**src/rtl/dds_pkg.sv**
```systemverilog
// Shared constants and types for the DDS phase accumulator: register map,
// CTRL bit positions, register-bank layout and default widths.
package dds_pkg;

  localparam int DEF_ACC_W = 32;
  localparam int DEF_OUT_W = 8;

  localparam int FTW_W  = 32;
  localparam int POW_W  = 8;
  localparam int CTRL_W = 2;
  localparam int ADDR_W = 2;
  localparam int DATA_W = 16;

  typedef enum logic [ADDR_W-1:0] {
    ADDR_FTW_LO = 2'd0,
    ADDR_FTW_HI = 2'd1,
    ADDR_POW    = 2'd2,
    ADDR_CTRL   = 2'd3
  } reg_addr_e;

  // CTRL[0]: defer the transfer to the next accumulator carry-out.
  // CTRL[1]: zero the accumulator on the edge the transfer happens.
  localparam int CTRL_SYNC_BIT = 0;
  localparam int CTRL_CLR_BIT  = 1;

  typedef struct packed {
    logic [FTW_W-1:0]  ftw;
    logic [POW_W-1:0]  pow;
    logic [CTRL_W-1:0] ctrl;
  } dds_regs_t;

  typedef enum logic {
    ST_IDLE    = 1'b0,
    ST_PENDING = 1'b1
  } commit_state_e;

endpackage

```
**src/rtl/dds_shadow_regs.sv**
```systemverilog
// Shadow register bank written by the SPI slave; the accumulator only ever
// sees these values after a commit copies them into the active set.
module dds_shadow_regs
  import dds_pkg::*;
(
  input  logic              clk,
  input  logic              rst,
  input  logic              wr_en,
  input  logic [ADDR_W-1:0] wr_addr,
  input  logic [DATA_W-1:0] wr_data,
  output dds_regs_t         shadow
);

  // NOTE: sequential state is assigned with <= only, so every flop samples
  // the pre-edge value of every other flop regardless of block ordering.
  always_ff @(posedge clk) begin
    if (rst) begin
      shadow <= '0;
    end else if (wr_en) begin
      unique case (reg_addr_e'(wr_addr))
        ADDR_FTW_LO: shadow.ftw[15:0]  <= wr_data;
        ADDR_FTW_HI: shadow.ftw[31:16] <= wr_data;
        ADDR_POW:    shadow.pow        <= wr_data[POW_W-1:0];
        ADDR_CTRL:   shadow.ctrl       <= wr_data[CTRL_W-1:0];
      endcase
    end
  end

endmodule

```
**src/rtl/dds_phase_accum.sv**
```systemverilog
// DDS phase accumulator with double-buffered tuning registers; a commit
// transfers them either immediately or on the next accumulator carry-out.
module dds_phase_accum
  import dds_pkg::*;
#(
  parameter int ACC_W = DEF_ACC_W,
  parameter int OUT_W = DEF_OUT_W
) (
  input  logic              clk,
  input  logic              rst,
  input  logic              en,
  input  logic              wr_en,
  input  logic [ADDR_W-1:0] wr_addr,
  input  logic [DATA_W-1:0] wr_data,
  input  logic              commit,
  output logic [OUT_W-1:0]  phase_out,
  output logic              phase_valid,
  output logic              wrap,
  output logic              pending
);

  dds_regs_t     shadow;
  dds_regs_t     active;
  commit_state_e state, state_nxt;

  logic [ACC_W-1:0] acc, acc_nxt;
  logic [ACC_W:0]   sum;
  logic [OUT_W-1:0] phase_nxt;
  logic             carry;
  logic             commit_sync;
  logic             imm_apply;
  logic             sync_apply;
  logic             apply;
  logic             clr_now;
  logic             pend_clr, pend_clr_nxt;

  dds_shadow_regs u_shadow (
    .clk     (clk),
    .rst     (rst),
    .wr_en   (wr_en),
    .wr_addr (wr_addr),
    .wr_data (wr_data),
    .shadow  (shadow)
  );

  // NOTE: every signal written here gets a default first, so no path through
  // the block can leave a value unassigned and infer a latch.
  always_comb begin
    sum          = {1'b0, acc} + {1'b0, ACC_W'(active.ftw)};
    carry        = en & sum[ACC_W];
    commit_sync  = commit & shadow.ctrl[CTRL_SYNC_BIT];
    imm_apply    = commit & ~shadow.ctrl[CTRL_SYNC_BIT];
    sync_apply   = (state == ST_PENDING) & carry;
    apply        = imm_apply | sync_apply;
    clr_now      = imm_apply ? shadow.ctrl[CTRL_CLR_BIT] : pend_clr;
    state_nxt    = state;
    pend_clr_nxt = pend_clr;
    acc_nxt      = acc;

    // A sync commit latches clr_on_apply now; the CTRL write that follows
    // must not change what the eventual apply does.
    if (commit_sync) pend_clr_nxt = shadow.ctrl[CTRL_CLR_BIT];

    unique case (state)
      ST_IDLE:    if (commit_sync) state_nxt = ST_PENDING;
      ST_PENDING: if (apply)       state_nxt = ST_IDLE;
    endcase

    // With en low the accumulator holds even across an immediate apply;
    // the clear only takes effect on an edge that would have advanced it.
    if (en) acc_nxt = (apply && clr_now) ? '0 : sum[ACC_W-1:0];

    phase_nxt = acc_nxt[ACC_W-1 -: OUT_W] + OUT_W'(active.pow);
  end

  always_ff @(posedge clk) begin
    if (rst) begin
      state       <= ST_IDLE;
      pend_clr    <= 1'b0;
      active      <= '0;
      acc         <= '0;
      phase_out   <= '0;
      phase_valid <= 1'b0;
      wrap        <= 1'b0;
    end else begin
      state       <= state_nxt;
      pend_clr    <= pend_clr_nxt;
      acc         <= acc_nxt;
      phase_valid <= en;
      wrap        <= carry;
      if (apply) active    <= shadow;
      if (en)    phase_out <= phase_nxt;
    end
  end

  assign pending = (state == ST_PENDING);

endmodule
```
**config.mk**
```make
export PLATFORM = sky130hd
export DESIGN_NAME = dds_phase_accum
export DESIGN_NICKNAME = d
export VERILOG_FILES = /design/src/rtl/dds_pkg.sv /design/src/rtl/dds_shadow_regs.sv /design/src/rtl/dds_phase_accum.sv
export SDC_FILE = /design/constraint.sdc
export NUM_CORES = 1
export LEC_CHECK = 0
export CORE_ASPECT_RATIO = 1.2
export CORE_UTILIZATION = 30
export DETAILED_ROUTE_END_ITERATION = 10
export PLACE_DENSITY_LB_ADDON = 0.25
export SYNTH_ARGS = -nofsm -noshare
export SYNTH_HDL_FRONTEND = slang
export SYNTH_SLANG_ARGS = --single-unit
export TNS_END_PERCENT = 5
```
**constraint.sdc**
```tcl
create_clock -name clk -period 5.75 [get_ports clk]
set_input_delay 0.575 -clock clk [delete_from_list [all_inputs] [get_ports clk]]
set_output_delay 0.575 -clock clk [all_outputs]
set_load 0.01 [all_outputs]
```
==> After elaboration in Yosys (flattened, before gate mapping) <==
Cells that the tools add are included.
{ "word_totals": {"out_inout_bits": 11, "elab_cells": 37, "inputBits": 23, "register_bits": 126} }
{ "classes": {"n_eq_ne": 3, "n_bitwise": 7, "reduce_logical": 6, "mux": 6, "add_sub_neg": 2} }
{ "ops": {"columns": ["op", "n"], "rows": [
  ["32-bit two-way mux", 2],
  ["32-bit by 32-bit adder with 33-bit output", 1],
  ["8-bit adder", 1],
  ["2-bit AND reduction", 4],
  ["1-bit bitwise AND", 4],
  ["2-bit equality test, second input constant", 2],
  ["1-bit two-way mux", 3],
  ["2-bit by 1-bit equality test with 1-bit output, second input constant", 1],
  ["2-bit logical NOT", 1],
  ["1-bit NOT", 2],
  ["1-bit one-hot mux with 2 select lines", 1],
  ["1-bit logical AND", 1],
  ["1-bit bitwise OR", 1]
]} }

==> Depth between registers and ports, before layout <==
{ "logic_depth": {"word_depth": 8, "depth_mapped": 21, "mapped_depth_nobuf": 20} }

==> Modules after synthesis <==
Synthesis repeated with hierarchy kept, for this count alone.
{ "unflattened": {"cells_unflattened": 722, "hier_area_um2": 6618.8} }
{ "modules_own_cells": {"columns": ["module", "cells_per_inst", "n_inst", "area_per_inst_um2"], "rows": [
  ["dds_phase_accum", 563, 1, 4889.7],
  ["dds_shadow_regs", 159, 1, 1729.2]
]} }

==> Least setup slack after synthesis <==
OpenSTA, ideal clock, no wires.
{ "synth_timing": {"path_kind": "register -> register", "start": "register active[10] in the netlist's numbering", "end": "register phase_out[7]", "path_stages_with_launch": 20, "path_slack_ns": 1.316, "required_time_ns": 5.659, "path_buffers": 0, "arrival_ns": 4.343, "setup_time_ns": 0.091, "period_less_slack_ns": 4.434, "cell_sequence": "dfxtp_1 ha_1 inv_1 fa_1 nand2b_1 a21o_1 a211oi_2 o31ai_1 o311ai_1 mux2_2 o21ai_1 nand2_1 ha_1 a21oi_1 nor2b_1 o21a_1 o41ai_1 xnor2_1 or4_1 a311oi_1"} }
{ "synth_via": {"elab_chain_cells": 8} }
{ "synth_lines": {"columns": ["element", "line_no", "source"], "rows": [
  ["start: declaration", "dds_phase_accum.sv:23", "dds_regs_t active;"],
  ["start signal: assignment", "dds_phase_accum.sv:91", "if (apply) active <= shadow;"],
  ["32-bit by 32-bit adder with 33-bit output *", "dds_phase_accum.sv:49", "sum = {1'b0, acc} + {1'b0, ACC_W'(active.ftw)};"],
  ["1-bit bitwise AND", "dds_phase_accum.sv:50", "carry = en & sum[ACC_W];"],
  ["1-bit bitwise AND", "dds_phase_accum.sv:53", "sync_apply = (state == ST_PENDING) & carry;"],
  ["1-bit bitwise OR", "dds_phase_accum.sv:54", "apply = imm_apply | sync_apply;"],
  ["1-bit logical AND", "dds_phase_accum.sv:71", "if (en) acc_nxt = (apply && clr_now) ? '0 : sum[ACC_W-1:0];"],
  ["32-bit two-way mux * (2 in a row)", "dds_phase_accum.sv:71", null],
  ["via acc_nxt[26]", "dds_phase_accum.sv:26", "logic [ACC_W-1:0] acc, acc_nxt;"],
  ["8-bit adder *", "dds_phase_accum.sv:73", "phase_nxt = acc_nxt[ACC_W-1 -: OUT_W] + OUT_W'(active.pow);"],
  ["end signal: assignment", "dds_phase_accum.sv:92", "if (en) phase_out <= phase_nxt;"],
  ["end: declaration", "dds_phase_accum.sv:16", "output logic [OUT_W-1:0] phase_out,"]
]} }
Mark *: on every way through the listed nets, which the timed path passes. The rest lies on a longest branch.
A chain may end at the register's enable or synchronous reset.

==> Worst setup path after layout <==
Same ends and word-level chain as after synthesis.

==> impl_results.md <==
* Netlist area before placement at around 6400 sq um
* Pin count of the biggest net entering global routing at 78
* Critical path cell sequence: ha_1 > inv_1 > fa_1 > nand2b_1 > a21o_1 > a211oi_2 > o31ai_1 > o311ai_1 > mux2_2 > o21ai_1 > nand2_1 > ha_1 > a21oi_1 > nor2b_1 > o21a_1 > o41ai_1 > xnor2_1 > or4_1 > a311oi_1
* Instance count of the mapped netlist at 750
* CTS Root Cell: sky130_fd_sc_hd__clkbuf_16
* Portion of synthesized cell area occupied by the leading cell type at 0.392
* Clk sinks at 126
* Ports placed on the boundary at 34
* Kind of end point of the critical path: flip-flop
* Status: completed
* Leading cell type in the layout, fill and taps excluded: sky130_fd_sc_hd__dfxtp_1
* Syn avg cell area at 8.57 sq um
* Worst slew margin relative to its limit at 0.278
* Setup TNS at 0 ns
* Starting DRT DRC Count at 260
* Multi-input combinational cell area at 3730 sq um
* Most common cell on crit path: sky130_fd_sc_hd__ha_1
* Worst setup skew after layout at 0.0104 ns
* Dominant cell type by area after synthesis: sky130_fd_sc_hd__dfxtp_1
* Type of the worst min-delay path: flip-flop to flip-flop
* Leakage power figure at 3.14 nW
* Number of buffers created by CTS at 17
* Number of fill cells in the layout at about 2,200
* Area of the core at 21,000 sq um
* Worst setup slack after placement at 0.839 ns
* Number of slew-limit violations in the final report at 0
* Count of different cell masters after synthesis at 65
* Remaining Overflow, GRT at 0
* FF/Latch Area at 2520 sq um
* Proportion of synthesized flip-flops having asynchronous set or reset at 0
* Number of global-route vias before repair at 4,896
* Die height at 162 um
* Sequential area share after synthesis at 0.392
* Layout cell share with drive strength beyond 1 at 0.0725
* Number of port buffers at 33
* Insertion delay to the later sink of the worst-skew pair at 0.42 ns
* Critical Path Source Type: flip-flop
* Portion of the clock cycle consumed by the worst path in the final layout at 0.866
* Post-route minimum period at approximately 5 ns
* Via/cell ratio at 4.96
* Crit path largest cell delay at 0.41 ns
* Number of iterations in the first detailed-routing pass at 5
* Count of flip-flops with a built-in enable after synthesis at 0
* Full die area at 22,000 sq um
* Maximum fanout along the worst path at 5
* Initial antenna violation count at 0
* H-Tree Depth at 4
* Total wire length after detailed routing at 16.6 mm
* Routed wire length per instance at 15.7 um
* Postcts setup bufs at 0
* Maximum buffer depth of the clock tree at 2
* TritonCTS clock tree: yes
* Required time at the endpoint of the critical path at 6.07 ns
* Count of warnings emitted by yosys at 0
* Classification of the worst setup path: flip-flop to flip-flop
* Routed Antenna Nets at 0
* Max_cap viols at 0
* Std cell rows at 58
* Main flop type after synthesis: sky130_fd_sc_hd__dfxtp_1
* Global-route wire length before repair at 26.6 mm
* GRT Total Usage at 0.159
* Largest voltage drop on the vdd net at 0.197 mV
* Setup slack of the critical path after layout at 0.770 ns
* Net count, final at 837
* Number of vias after detailed routing at between 5,000 and 6,000
* Most frequent cells in the layout: sky130_fd_sc_hd__dfxtp_1 (126), sky130_fd_sc_hd__nand2_1 (99), sky130_fd_sc_hd__nor2_1 (99)
* Setup repair after global routing missed its margin: no
* Nets in the synthesized netlist at around 810
* Total of cells resized after clock tree synthesis at 0
* Weighted congestion at the end of routability-driven global placement at 0.844
* Number of hold-slack violations in the final timing report at 0
* Antenna fix cells at 0
* Overall die width at 136 um
* Synthesis-to-finish area growth at 17.9%
* Clk pin slew, worst setup/hold paths at 0.06 ns
* Top cells by area in the synthesized netlist: sky130_fd_sc_hd__dfxtp_1 (39%), sky130_fd_sc_hd__mux2i_1 (8.9%), sky130_fd_sc_hd__ha_1 (7.6%)
* Total setup violations reported at the end of the flow at 0
* Ratio of total power to cell area at 273 nW/um^2
* Endpoint arrival time on the critical path at 5.30 ns
* Slew of the pin with the lowest slew margin at 1.08 ns
* HPWL reported at the end of detailed placement at about 12 mm
* Crit path max-delay cell type: sky130_fd_sc_hd__or4_1
* Count of unresolved DRC violations after routing at 0
* Highest achievable clock rate at 0.201 GHz
* Initial cell density of the core at 0.306
* Synthesis-stage register bit count at 126
* CTS Hold Buffers Added at 0
-- critical path: cells and delay by family (launching register included) --
family / cells / cell delay (ns)
flops: 1 / 0.33
compound gates: 9 / 2.36
simple gates: 4 / 0.78
mux: 1 / 0.36
xor+xnor: 1 / 0.14
buf+inv: 1 / 0.06
fa+ha+maj: 3 / 0.87
-- registers in the layout (all words and copies together) (netlist names) --
register         flops
active              40
phase_out            8
pend_clr             1
wrap                 1
u_shadow.shadow     42
pending              1
phase_valid          1
acc                 32
-- cells by family after synthesis --
kind of cell,count (synthesis),synth area share
fa+ha+maj,41,0.0821
mux,58,0.0905
simple gates,274,0.190
xor+xnor,25,0.0341
flops,126,0.392
buf+inv,50,0.0317
compound gates,176,0.179
-- cell type report --
cell class / count / share of cell area
Multi-Input combinational cell: 574 / 0.492
Clock inverter: 14 / 0.0162
Tap cell: 270 / 0.0446
Clock buffer: 18 / 0.0579
Inverter: 15 / 0.00743
Timing Repair Buffer: 39 / 0.0492
Sequential cell: 126 / 0.333
-- final timing paths --
check                                    startpoint                  end  slack (ns)  depth (start not counted)
worst max register to register           active[10]         phase_out[7]        0.77                         19
worst min register to register  u_shadow.shadow[12]  u_shadow.shadow[12]        0.45                          2
worst max-delay path                     active[10]         phase_out[7]        0.77                         19
worst min-delay path            u_shadow.shadow[12]  u_shadow.shadow[12]        0.45                          2
-- synthesized netlist by cell type (14+ instances only) --
| cell | count |
|---|---|
| sky130_fd_sc_hd__nor2_1 | 99 |
| sky130_fd_sc_hd__xnor2_1 | 16 |
| sky130_fd_sc_hd__o21ai_0 | 17 |
| sky130_fd_sc_hd__clkbuf_1 | 26 |
| sky130_fd_sc_hd__a21o_1 | 17 |
| sky130_fd_sc_hd__a21oi_1 | 72 |
| sky130_fd_sc_hd__dfxtp_1 | 126 |
| sky130_fd_sc_hd__nand3_1 | 16 |
| sky130_fd_sc_hd__nand2_1 | 99 |
| sky130_fd_sc_hd__inv_1 | 14 |
| sky130_fd_sc_hd__mux2i_1 | 57 |
| sky130_fd_sc_hd__a22oi_1 | 14 |
| sky130_fd_sc_hd__ha_1 | 39 |
-- routing by layer --
metal	GRT usage	share of wire	vias to the layer above	routed length [um]
li1	-	-	2714	-
met1	0.216	0.48	2428	8000
met2	0.252	0.48	89	7890
met3	0.0265	0.029	12	485
met4	0.0598	0.012	0	192
met5	0	0	-	0
-- through the flow --
step | util | hold WS (ns) | cells | area [sq um] | power (mW)
global route | 0.361 | 0.474 | 1056 | 7580 | 2.15
floorplan | - | 0.432 | 750 | 6430 | 1.01
global placement | 0.335 | 0.442 | 1024 | 7020 | 1.07
finish | 0.361 | 0.454 | 1056 | 7580 | 2.07
CTS | 0.361 | 0.454 | 1056 | 7580 | 2.10
detailed placement | 0.335 | 0.446 | 1024 | 7020 | 1.07
-- report_power, final --
part | internal, mW | total [mW] | switching [mW]
Clock | 0.577 | 1.02 | 0.443
Combinational | 0.0568 | 0.140 | 0.0828
Sequential | 0.892 | 0.906 | 0.0135
Note: power is estimated with default switching activity, not from simulation.
